--- config.mk ---
export PLATFORM = sky130hd
export DESIGN_NAME = chacha20_keystream_controller_flat
export DESIGN_NICKNAME = d
export VERILOG_FILES = /design/src/rtl/chacha20_pkg.sv /design/src/rtl/chacha20_keystream_if.sv /design/src/rtl/chacha20_word_serialiser.sv /design/src/rtl/chacha20_keystream_controller.sv /design/src/flat_wrapper.sv
export SDC_FILE = /design/constraint.sdc
export NUM_CORES = 2
export LEC_CHECK = 0
export CORE_AREA = 4 4 550 552
export DETAILED_ROUTE_END_ITERATION = 8
export DIE_AREA = 0 0 554 556
export PLACE_DENSITY_LB_ADDON = 0.25
export SETUP_SLACK_MARGIN = 0.2
export SLEW_MARGIN = 20
export SYNTH_ARGS = -nofsm -noshare
export SYNTH_HDL_FRONTEND = slang
export SYNTH_HIERARCHICAL = 1
export SYNTH_SLANG_ARGS = --single-unit
export TNS_END_PERCENT = 10
--- constraint.sdc ---
create_clock -name clock -period 45.3 [get_ports clock]
set_input_delay 4.53 -clock clock [delete_from_list [all_inputs] [get_ports clock]]
set_output_delay 4.53 -clock clock [all_outputs]
set_load 0.02 [all_outputs]
--- src/rtl/chacha20_pkg.sv ---
`default_nettype none
//==============================================================================
// Package  : chacha20_pkg
// Brief    : Shared constants, widths and FSM encoding for the ChaCha20
//            keystream controller slice.
// Revision : 1.0 - initial release
//==============================================================================
package chacha20_pkg;

    localparam int WORD_W          = 32;
    localparam int BLOCK_W         = 512;
    localparam int WORDS_PER_BLOCK = 16;
    localparam int IDX_W           = 4;

    // "expand 32-byte k" sigma constants, state words 0..3
    localparam logic [WORD_W-1:0] CHACHA_CONST0 = 32'h6170_7865;
    localparam logic [WORD_W-1:0] CHACHA_CONST1 = 32'h3320_646e;
    localparam logic [WORD_W-1:0] CHACHA_CONST2 = 32'h7962_2d32;
    localparam logic [WORD_W-1:0] CHACHA_CONST3 = 32'h6b20_6574;

    typedef enum logic [1:0] {
        ST_IDLE = 2'd0,
        ST_BUSY = 2'd1,
        ST_DONE = 2'd2
    } state_t;

endpackage
`default_nettype wire

--- src/rtl/chacha20_keystream_if.sv ---
`default_nettype none
//==============================================================================
// Interface : chacha20_keystream_if
// Brief     : 32-bit keystream word stream with valid/ready handshake.
// Revision  : 1.0 - initial release
//==============================================================================
interface chacha20_keystream_if;
    import chacha20_pkg::*;

    logic [WORD_W-1:0] word_out;
    logic              word_valid;
    logic              word_ready;

    modport master (
        output word_out,
        output word_valid,
        input  word_ready
    );

    modport slave (
        input  word_out,
        input  word_valid,
        output word_ready
    );

endinterface
`default_nettype wire

--- src/rtl/chacha20_word_serialiser.sv ---
`default_nettype none
//==============================================================================
// Module   : chacha20_word_serialiser
// Brief    : Holds one 512-bit keystream block and presents it as sixteen
//            32-bit words, word 0 first, over valid/ready.
// Revision : 1.0 - initial release
//==============================================================================
module chacha20_word_serialiser
    import chacha20_pkg::*;
(
    input  logic               clock,
    input  logic               clear,
    input  logic               flush,
    input  logic               load,
    input  logic [BLOCK_W-1:0] load_data,
    output logic [WORD_W-1:0]  word_out,
    output logic               word_valid,
    input  logic               word_ready,
    output logic               last_accept
);

    localparam logic [IDX_W-1:0] c_last_idx = IDX_W'(WORDS_PER_BLOCK - 1);

    logic [BLOCK_W-1:0] r_buffer;
    logic [IDX_W-1:0]   r_index;
    logic               r_valid;
    logic               w_accept;
    logic [8:0]         w_base;

    assign w_accept    = r_valid && word_ready;
    assign last_accept = w_accept && (r_index == c_last_idx);
    // Word index times 32 gives the bit offset of the current word.
    assign w_base      = {r_index, 5'b00000};
    assign word_out    = r_buffer[w_base +: WORD_W];
    assign word_valid  = r_valid;

    // Buffer/index/valid: flush empties, load refills (even on the last
    // handshake so valid never drops between back-to-back blocks).
    always_ff @(posedge clock or posedge clear) begin
        if (clear) begin
            r_buffer <= '0;
            r_index  <= '0;
            r_valid  <= 1'b0;
        end else if (flush) begin
            r_index  <= '0;
            r_valid  <= 1'b0;
        end else if (load) begin
            r_buffer <= load_data;
            r_index  <= '0;
            r_valid  <= 1'b1;
        end else if (w_accept) begin
            r_index <= r_index + 1'b1;
            if (r_index == c_last_idx) begin
                r_valid <= 1'b0;
            end
        end
    end

endmodule
`default_nettype wire

--- src/rtl/chacha20_keystream_controller.sv ---
`default_nettype none
//==============================================================================
// Module   : chacha20_keystream_controller
// Brief    : Builds the ChaCha20 input state from seed and block counter,
//            launches chacha20_block, captures results and streams them out
//            while the next block computes.
// Revision : 1.0 - initial release
//==============================================================================
module chacha20_keystream_controller
    import chacha20_pkg::*;
#(
    parameter logic [WORD_W-1:0] COUNTER_INIT = 32'd0
) (
    input  logic               clock,
    input  logic               clear,
    input  logic [255:0]       key,
    input  logic [95:0]        nonce,
    input  logic               seed_load,
    input  logic               enable,
    chacha20_keystream_if.master stream,
    output logic               exhausted,
    output logic [BLOCK_W-1:0] block_round_input,
    output logic               block_start,
    input  logic               block_finished,
    input  logic [BLOCK_W-1:0] block_round_output
);

    state_t            r_state;
    state_t            w_next_state;
    logic [255:0]      r_key;
    logic [95:0]       r_nonce;
    logic [255:0]      r_pend_key;
    logic [95:0]       r_pend_nonce;
    logic              r_reseed_pending;
    logic [WORD_W-1:0] r_counter;
    logic              r_exhausted;
    logic              r_discard;
    logic              w_capture;
    logic              w_last_accept;
    logic              w_word_valid;

    // State words 0-3 constants, 4-11 key, 12 counter, 13-15 nonce; all from
    // registers so the block core sees a steady input while it runs.
    assign block_round_input = {r_nonce, r_counter, r_key,
                                CHACHA_CONST3, CHACHA_CONST2,
                                CHACHA_CONST1, CHACHA_CONST0};
    assign exhausted         = r_exhausted;
    assign stream.word_valid = w_word_valid;

    // FSM state register.
    always_ff @(posedge clock or posedge clear) begin
        if (clear) begin
            r_state <= ST_IDLE;
        end else begin
            r_state <= w_next_state;
        end
    end

    // Next state, launch and capture decisions.
    always_comb begin
        w_next_state = r_state;
        block_start  = 1'b0;
        w_capture    = 1'b0;
        case (r_state)
            ST_IDLE: begin
                if (enable && !r_exhausted && !r_reseed_pending && block_finished) begin
                    block_start  = 1'b1;
                    w_next_state = ST_BUSY;
                end
            end
            ST_BUSY: begin
                if (block_finished) begin
                    // A reseed during (or on the last cycle of) the block
                    // makes its result stale.
                    w_next_state = (r_discard || seed_load) ? ST_IDLE : ST_DONE;
                end
            end
            ST_DONE: begin
                if (seed_load) begin
                    w_next_state = ST_IDLE;
                end else if (!w_word_valid || w_last_accept) begin
                    w_capture    = 1'b1;
                    w_next_state = ST_IDLE;
                end
            end
            default: w_next_state = ST_IDLE;
        endcase
    end

    // Seed staging, active seed, block counter and wrap flag.
    always_ff @(posedge clock or posedge clear) begin
        if (clear) begin
            r_key            <= '0;
            r_nonce          <= '0;
            r_pend_key       <= '0;
            r_pend_nonce     <= '0;
            r_reseed_pending <= 1'b0;
            r_counter        <= COUNTER_INIT;
            r_exhausted      <= 1'b0;
        end else if (seed_load) begin
            r_pend_key       <= key;
            r_pend_nonce     <= nonce;
            r_reseed_pending <= 1'b1;
        end else if ((r_state == ST_IDLE) && r_reseed_pending) begin
            r_key            <= r_pend_key;
            r_nonce          <= r_pend_nonce;
            r_counter        <= COUNTER_INIT;
            r_exhausted      <= 1'b0;
            r_reseed_pending <= 1'b0;
        end else if (w_capture) begin
            if (r_counter == {WORD_W{1'b1}}) begin
                r_exhausted <= 1'b1;
            end else begin
                r_counter <= r_counter + 1'b1;
            end
        end
    end

    // Discard flag: marks an in-flight block (or one launching this cycle)
    // as stale after a reseed; consumed when that block finishes.
    always_ff @(posedge clock or posedge clear) begin
        if (clear) begin
            r_discard <= 1'b0;
        end else if ((r_state == ST_BUSY) && block_finished) begin
            r_discard <= 1'b0;
        end else if (seed_load && ((r_state == ST_BUSY) || block_start)) begin
            r_discard <= 1'b1;
        end
    end

    chacha20_word_serialiser u_ser (
        .clock       (clock),
        .clear       (clear),
        .flush       (seed_load),
        .load        (w_capture),
        .load_data   (block_round_output),
        .word_out    (stream.word_out),
        .word_valid  (w_word_valid),
        .word_ready  (stream.word_ready),
        .last_accept (w_last_accept)
    );

endmodule
`default_nettype wire

--- src/flat_wrapper.sv ---
// flat-port wrapper written by rule: the top's interface ports become plain ports
module chacha20_keystream_controller_flat import chacha20_pkg::*;
#(
    parameter logic [WORD_W-1:0] COUNTER_INIT = 32'd0
)
  (clock, clear, key, nonce, seed_load, enable, exhausted, block_round_input, block_start, block_finished, block_round_output, stream_word_out, stream_word_valid, stream_word_ready);
  chacha20_keystream_if stream_i ();
  input  logic clock;
  input  logic clear;
  input  logic [255:0] key;
  input  logic [95:0] nonce;
  input  logic seed_load;
  input  logic enable;
  output logic exhausted;
  output logic [BLOCK_W-1:0] block_round_input;
  output logic block_start;
  input  logic block_finished;
  input  logic [BLOCK_W-1:0] block_round_output;
  output wire logic [$bits(stream_i.word_out)-1:0] stream_word_out;
  output wire logic [$bits(stream_i.word_valid)-1:0] stream_word_valid;
  input wire logic [$bits(stream_i.word_ready)-1:0] stream_word_ready;
  assign stream_word_out = stream_i.word_out;
  assign stream_word_valid = stream_i.word_valid;
  assign stream_i.word_ready = stream_word_ready;
  chacha20_keystream_controller #(.COUNTER_INIT(COUNTER_INIT)) u_core (.clock(clock), .clear(clear), .key(key), .nonce(nonce), .seed_load(seed_load), .enable(enable), .stream(stream_i), .exhausted(exhausted), .block_round_input(block_round_input), .block_start(block_start), .block_finished(block_finished), .block_round_output(block_round_output));
endmodule
==> results.json <==
{
  "hold_slack_ps": 416,
  "use_met3_pct": 7.37,
  "clk_path_buf_depth": 4,
  "syn_area_per_cell_um2": 13.0,
  "critPathMostFrequentCell": "sky130_fd_sc_hd__buf_4",
  "critPathMaxStageDelay_ps": 920,
  "synthFlopType": "sky130_fd_sc_hd__dfrtp_1",
  "synth_enable_flop_cells": 0,
  "pre_cts_ws_ps": 33220,
  "finalSetupViolCount": 0,
  "synth_top_cell_by_area": "sky130_fd_sc_hd__dfrtp_1",
  "final.setup.worst_slack_ps": 33910,
  "number_of_instances_resized_during_post_cts_repair": 0,
  "postSynth.asyncResetShare_pct": 100,
  "initial_antenna_violation_count": 124,
  "postSynthCellCount": 4027,
  "initial_core_utilization_pct": 17.7,
  "layout_worst_path_cycle_share_pct": 25.2,
  "dpl.hpwl_mm": 184,
  "cts_tree": "done",
  "path_cells": "clkdlybuf4s50_1 -> and3_1 -> nand3_1 -> inv_1 -> nor2b_1 -> or3_1 -> clkinv_1 -> nor2b_4 -> buf_4 -> buf_4 -> buf_4 -> buf_12 -> buf_4 -> mux2_2",
  "globalplace.congestion": 0.823,
  "drt-initial-drc-count": 1884,
  "grtUsageTotal_pct": 15.0,
  "globalRouteMet2Util_pct": 25.4,
  "synth_largest_type_area_fraction_pct": 60.1,
  "cts.clk_slew.worst_paths_ps": 70,
  "ys_seq_elements": 1258,
  "irDropWorstVdd_v": 0.0000281,
  "synth.area.top_cells": "sky130_fd_sc_hd__dfrtp_1 60%, sky130_fd_sc_hd__mux2_2 19%, sky130_fd_sc_hd__nand2_1 7.7%, sky130_fd_sc_hd__mux4_2 4.0%, sky130_fd_sc_hd__buf_4 2.6%",
  "grt_max_degree": 148,
  "worst_path_max_delay_cell": "sky130_fd_sc_hd__buf_4",
  "worst_pin_slew_ps": 1100,
  "cap_violations": 0,
  "die-width_um": 554,
  "hold_path.class": "reg -> reg",
  "worst-setup-path-type": "in -> reg",
  "final.min_clock_period_ps": 11390,
  "finish.utilization_pct": 25.1,
  "grt_pass1_vias": 39100,
  "cts-buffers-inserted": 160,
  "critical-path-top-delay-family": "buffers and inverters",
  "worst_clock_skew_ps": 52.8,
  "design.core.area_um2": 297000,
  "layout-drive-gt1-share_pct": 23.7,
  "hold_violations": 0,
  "grt_pass1_wl_mm": 326,
  "final_slew_viol_count": 0,
  "unrepaired_setup_endpoints_after_global_routing": "false",
  "yosysWarnings": 6,
  "die-area_um2": 308000,
  "total_power_mw": 3.45,
  "numPortBuffers": 1288,
  "cts.htree.levels": 4,
  "finalWirelength_mm": 239,
  "netlist_area_um2": 52400,
  "dr.pass1.iters": 8,
  "synth_commonest_cells": "1,258 x sky130_fd_sc_hd__dfrtp_1, 1,076 x sky130_fd_sc_hd__nand2_1, 867 x sky130_fd_sc_hd__mux2_2, 180 x sky130_fd_sc_hd__buf_4, 131 x sky130_fd_sc_hd__clkbuf_1",
  "worstPathBufferInverterCount": 8,
  "cp-end-kind": "flip-flop",
  "cts_hold_repair.buffers": 0,
  "rows": 200,
  "timing.critical_path.from_type": "input port",
  "ctsRootBufferMaster": "sky130_fd_sc_hd__clkbuf_16",
  "worst-path-max-fanout": 130,
  "synth.distinct_cells": 59,
  "route.detailed.vias_per_inst": 3.90,
  "most_numerous_cell_in_the_yosys_netlist": "sky130_fd_sc_hd__dfrtp_1",
  "avgRoutedWirePerCell_um": 25.5,
  "drc": 0,
  "groute.layer.met1.usage_pct": 15.2,
  "cts.repair_timing.setup_buffer_count": 0,
  "p_leak_nw": 31.9,
  "detailroute.via_count": 36600,
  "num_io_pins": 1417,
  "crit_required_ps": 45950,
  "critPathArrivalTime_ps": 12040,
  "die_y_um": 556,
  "achievable-frequency_ghz": 0.0878,
  "ant_nets": 0,
  "tritoncts_num_sinks": 1258,
  "globalRoute.totalOverflow": 0,
  "clock_insertion_delay_worst_skew_ps": 840,
  "setup_tns_ps": 0,
  "nFillCells": 31200,
  "syn2layout_area_growth_pct": 41.8,
  "maxSlewHeadroom_pct": 26.5,
  "yosysSeqAreaShare_pct": 60.1,
  "power.density_cell_area_nw_per_um2": 46.4,
  "outcome": "finished clean",
  "top_usage_layer": "met2",
  "finish.net_count": 6158
}
==> cell usage in the layout, fill, tap and decap left out, types with 6 or more instances in the layout <==
cell,instances
sky130_fd_sc_hd__buf_4,43
sky130_fd_sc_hd__nand4_1,14
sky130_fd_sc_hd__a41oi_1,7
sky130_fd_sc_hd__diode_2,47
sky130_fd_sc_hd__mux4_2,94
sky130_fd_sc_hd__nand2_1,1075
sky130_fd_sc_hd__a31oi_1,29
sky130_fd_sc_hd__o21ai_0,8
sky130_fd_sc_hd__nand3_1,12
sky130_fd_sc_hd__dfrtp_1,1255
sky130_fd_sc_hd__clkdlybuf4s50_1,1287
sky130_fd_sc_hd__nor2_1,7
sky130_fd_sc_hd__mux2_2,867
sky130_fd_sc_hd__clkinv_2,25
sky130_fd_sc_hd__clkbuf_8,37
sky130_fd_sc_hd__nor3_1,9
sky130_fd_sc_hd__a22oi_1,32
sky130_fd_sc_hd__clkbuf_16,164
sky130_fd_sc_hd__a21oi_1,6
sky130_fd_sc_hd__and3_1,8
sky130_fd_sc_hd__mux2i_1,100
sky130_fd_sc_hd__a32oi_1,32
sky130_fd_sc_hd__conb_1,128
sky130_fd_sc_hd__o21ai_1,32
sky130_fd_sc_hd__clkbuf_1,31
==> metrics by stage <==
step / cells / cell area [µm²]
after floorplan: 4153 / 52900
after global placement: 9063 / 69000
after detailed placement: 9063 / 69000
after CTS: 9340 / 74200
after global routing: 9375 / 74300
final: 9387 / 74400
==> flip-flops by register name, summed over array words and instances, names as in the netlist, 2 cells and up <==
name	cells
u_core/r_counter	32
u_core/r_key	256
u_core/u_ser/r_buffer	512
u_core/r_state	2
u_core/r_pend_key	256
u_core/r_pend_nonce	96
u_core/u_ser/r_index	4
u_core/r_nonce	96
==> metal layers <==
metal | share of wire, % | vias to the layer above
li1 | - | 16200
met4 | 5.6 | 78
met2 | 49 | 1445
met5 | 0.20 | -
met1 | 35 | 18500
met3 | 11 | 471
==> report_power, final <==
part	switching [mW]	internal (mW)	leakage (nW)	total, mW
combinational	0.391	0.352	13.6	0.744
sequential	0.111	1.32	15.8	1.43
clock	0.525	0.755	2.58	1.28
==> layout make-up <==
class                           instances  area (µm²)  area share, %
Clock buffer                          232        4730           6.36
Tap cell                             3939        4930           6.63
Multi-Input combinational cell       2521       19200           25.9
Antenna cell                           47         118          0.158
Clock inverter                         45         479          0.644
Timing Repair Buffer                 1337       13300           17.9
Sequential cell                      1258       31500           42.4
Inverter                                8        45.0         0.0606
==> tightest hold or removal path, stage by stage (launching register included) <==
cell and delay, ps:
sky130_fd_sc_hd__dfrtp_1 340, sky130_fd_sc_hd__nand2_1 50, sky130_fd_sc_hd__nand2_1 50
==> logic make-up (layout without fill, tap and decap cells) <==
group	Yosys count	after routing	synth area share, %
buf+inv	374	1622	4.23
xor+xnor	3	3	0.0501
simple gates	1151	1151	8.58
compound gates	174	174	2.34
fa+ha+maj	2	2	0.0477
mux	1063	1063	24.7
other cells	2	175	0.0143
flops	1258	1258	60.1
==> worst paths after layout <==
kind / from / to / slack, ps / cells after the start
max: stream_word_ready / u_core/u_ser/r_buffer[312] / 33910 / 14
min: u_core/r_pend_nonce[77] / u_core/r_nonce[77] / 420 / 2
max reg2reg: u_core/u_ser/r_index[0] / u_core/u_ser/r_buffer[312] / 36600 / 15
min reg2reg: u_core/r_pend_nonce[77] / u_core/r_nonce[77] / 420 / 2
max in group asynchronous: clear / u_core/r_key[202] / 36310 / 7
min in group asynchronous: clear / u_core/r_pend_key[148] / 4400 / 2
Note: power is estimated with default switching activity, not from simulation.
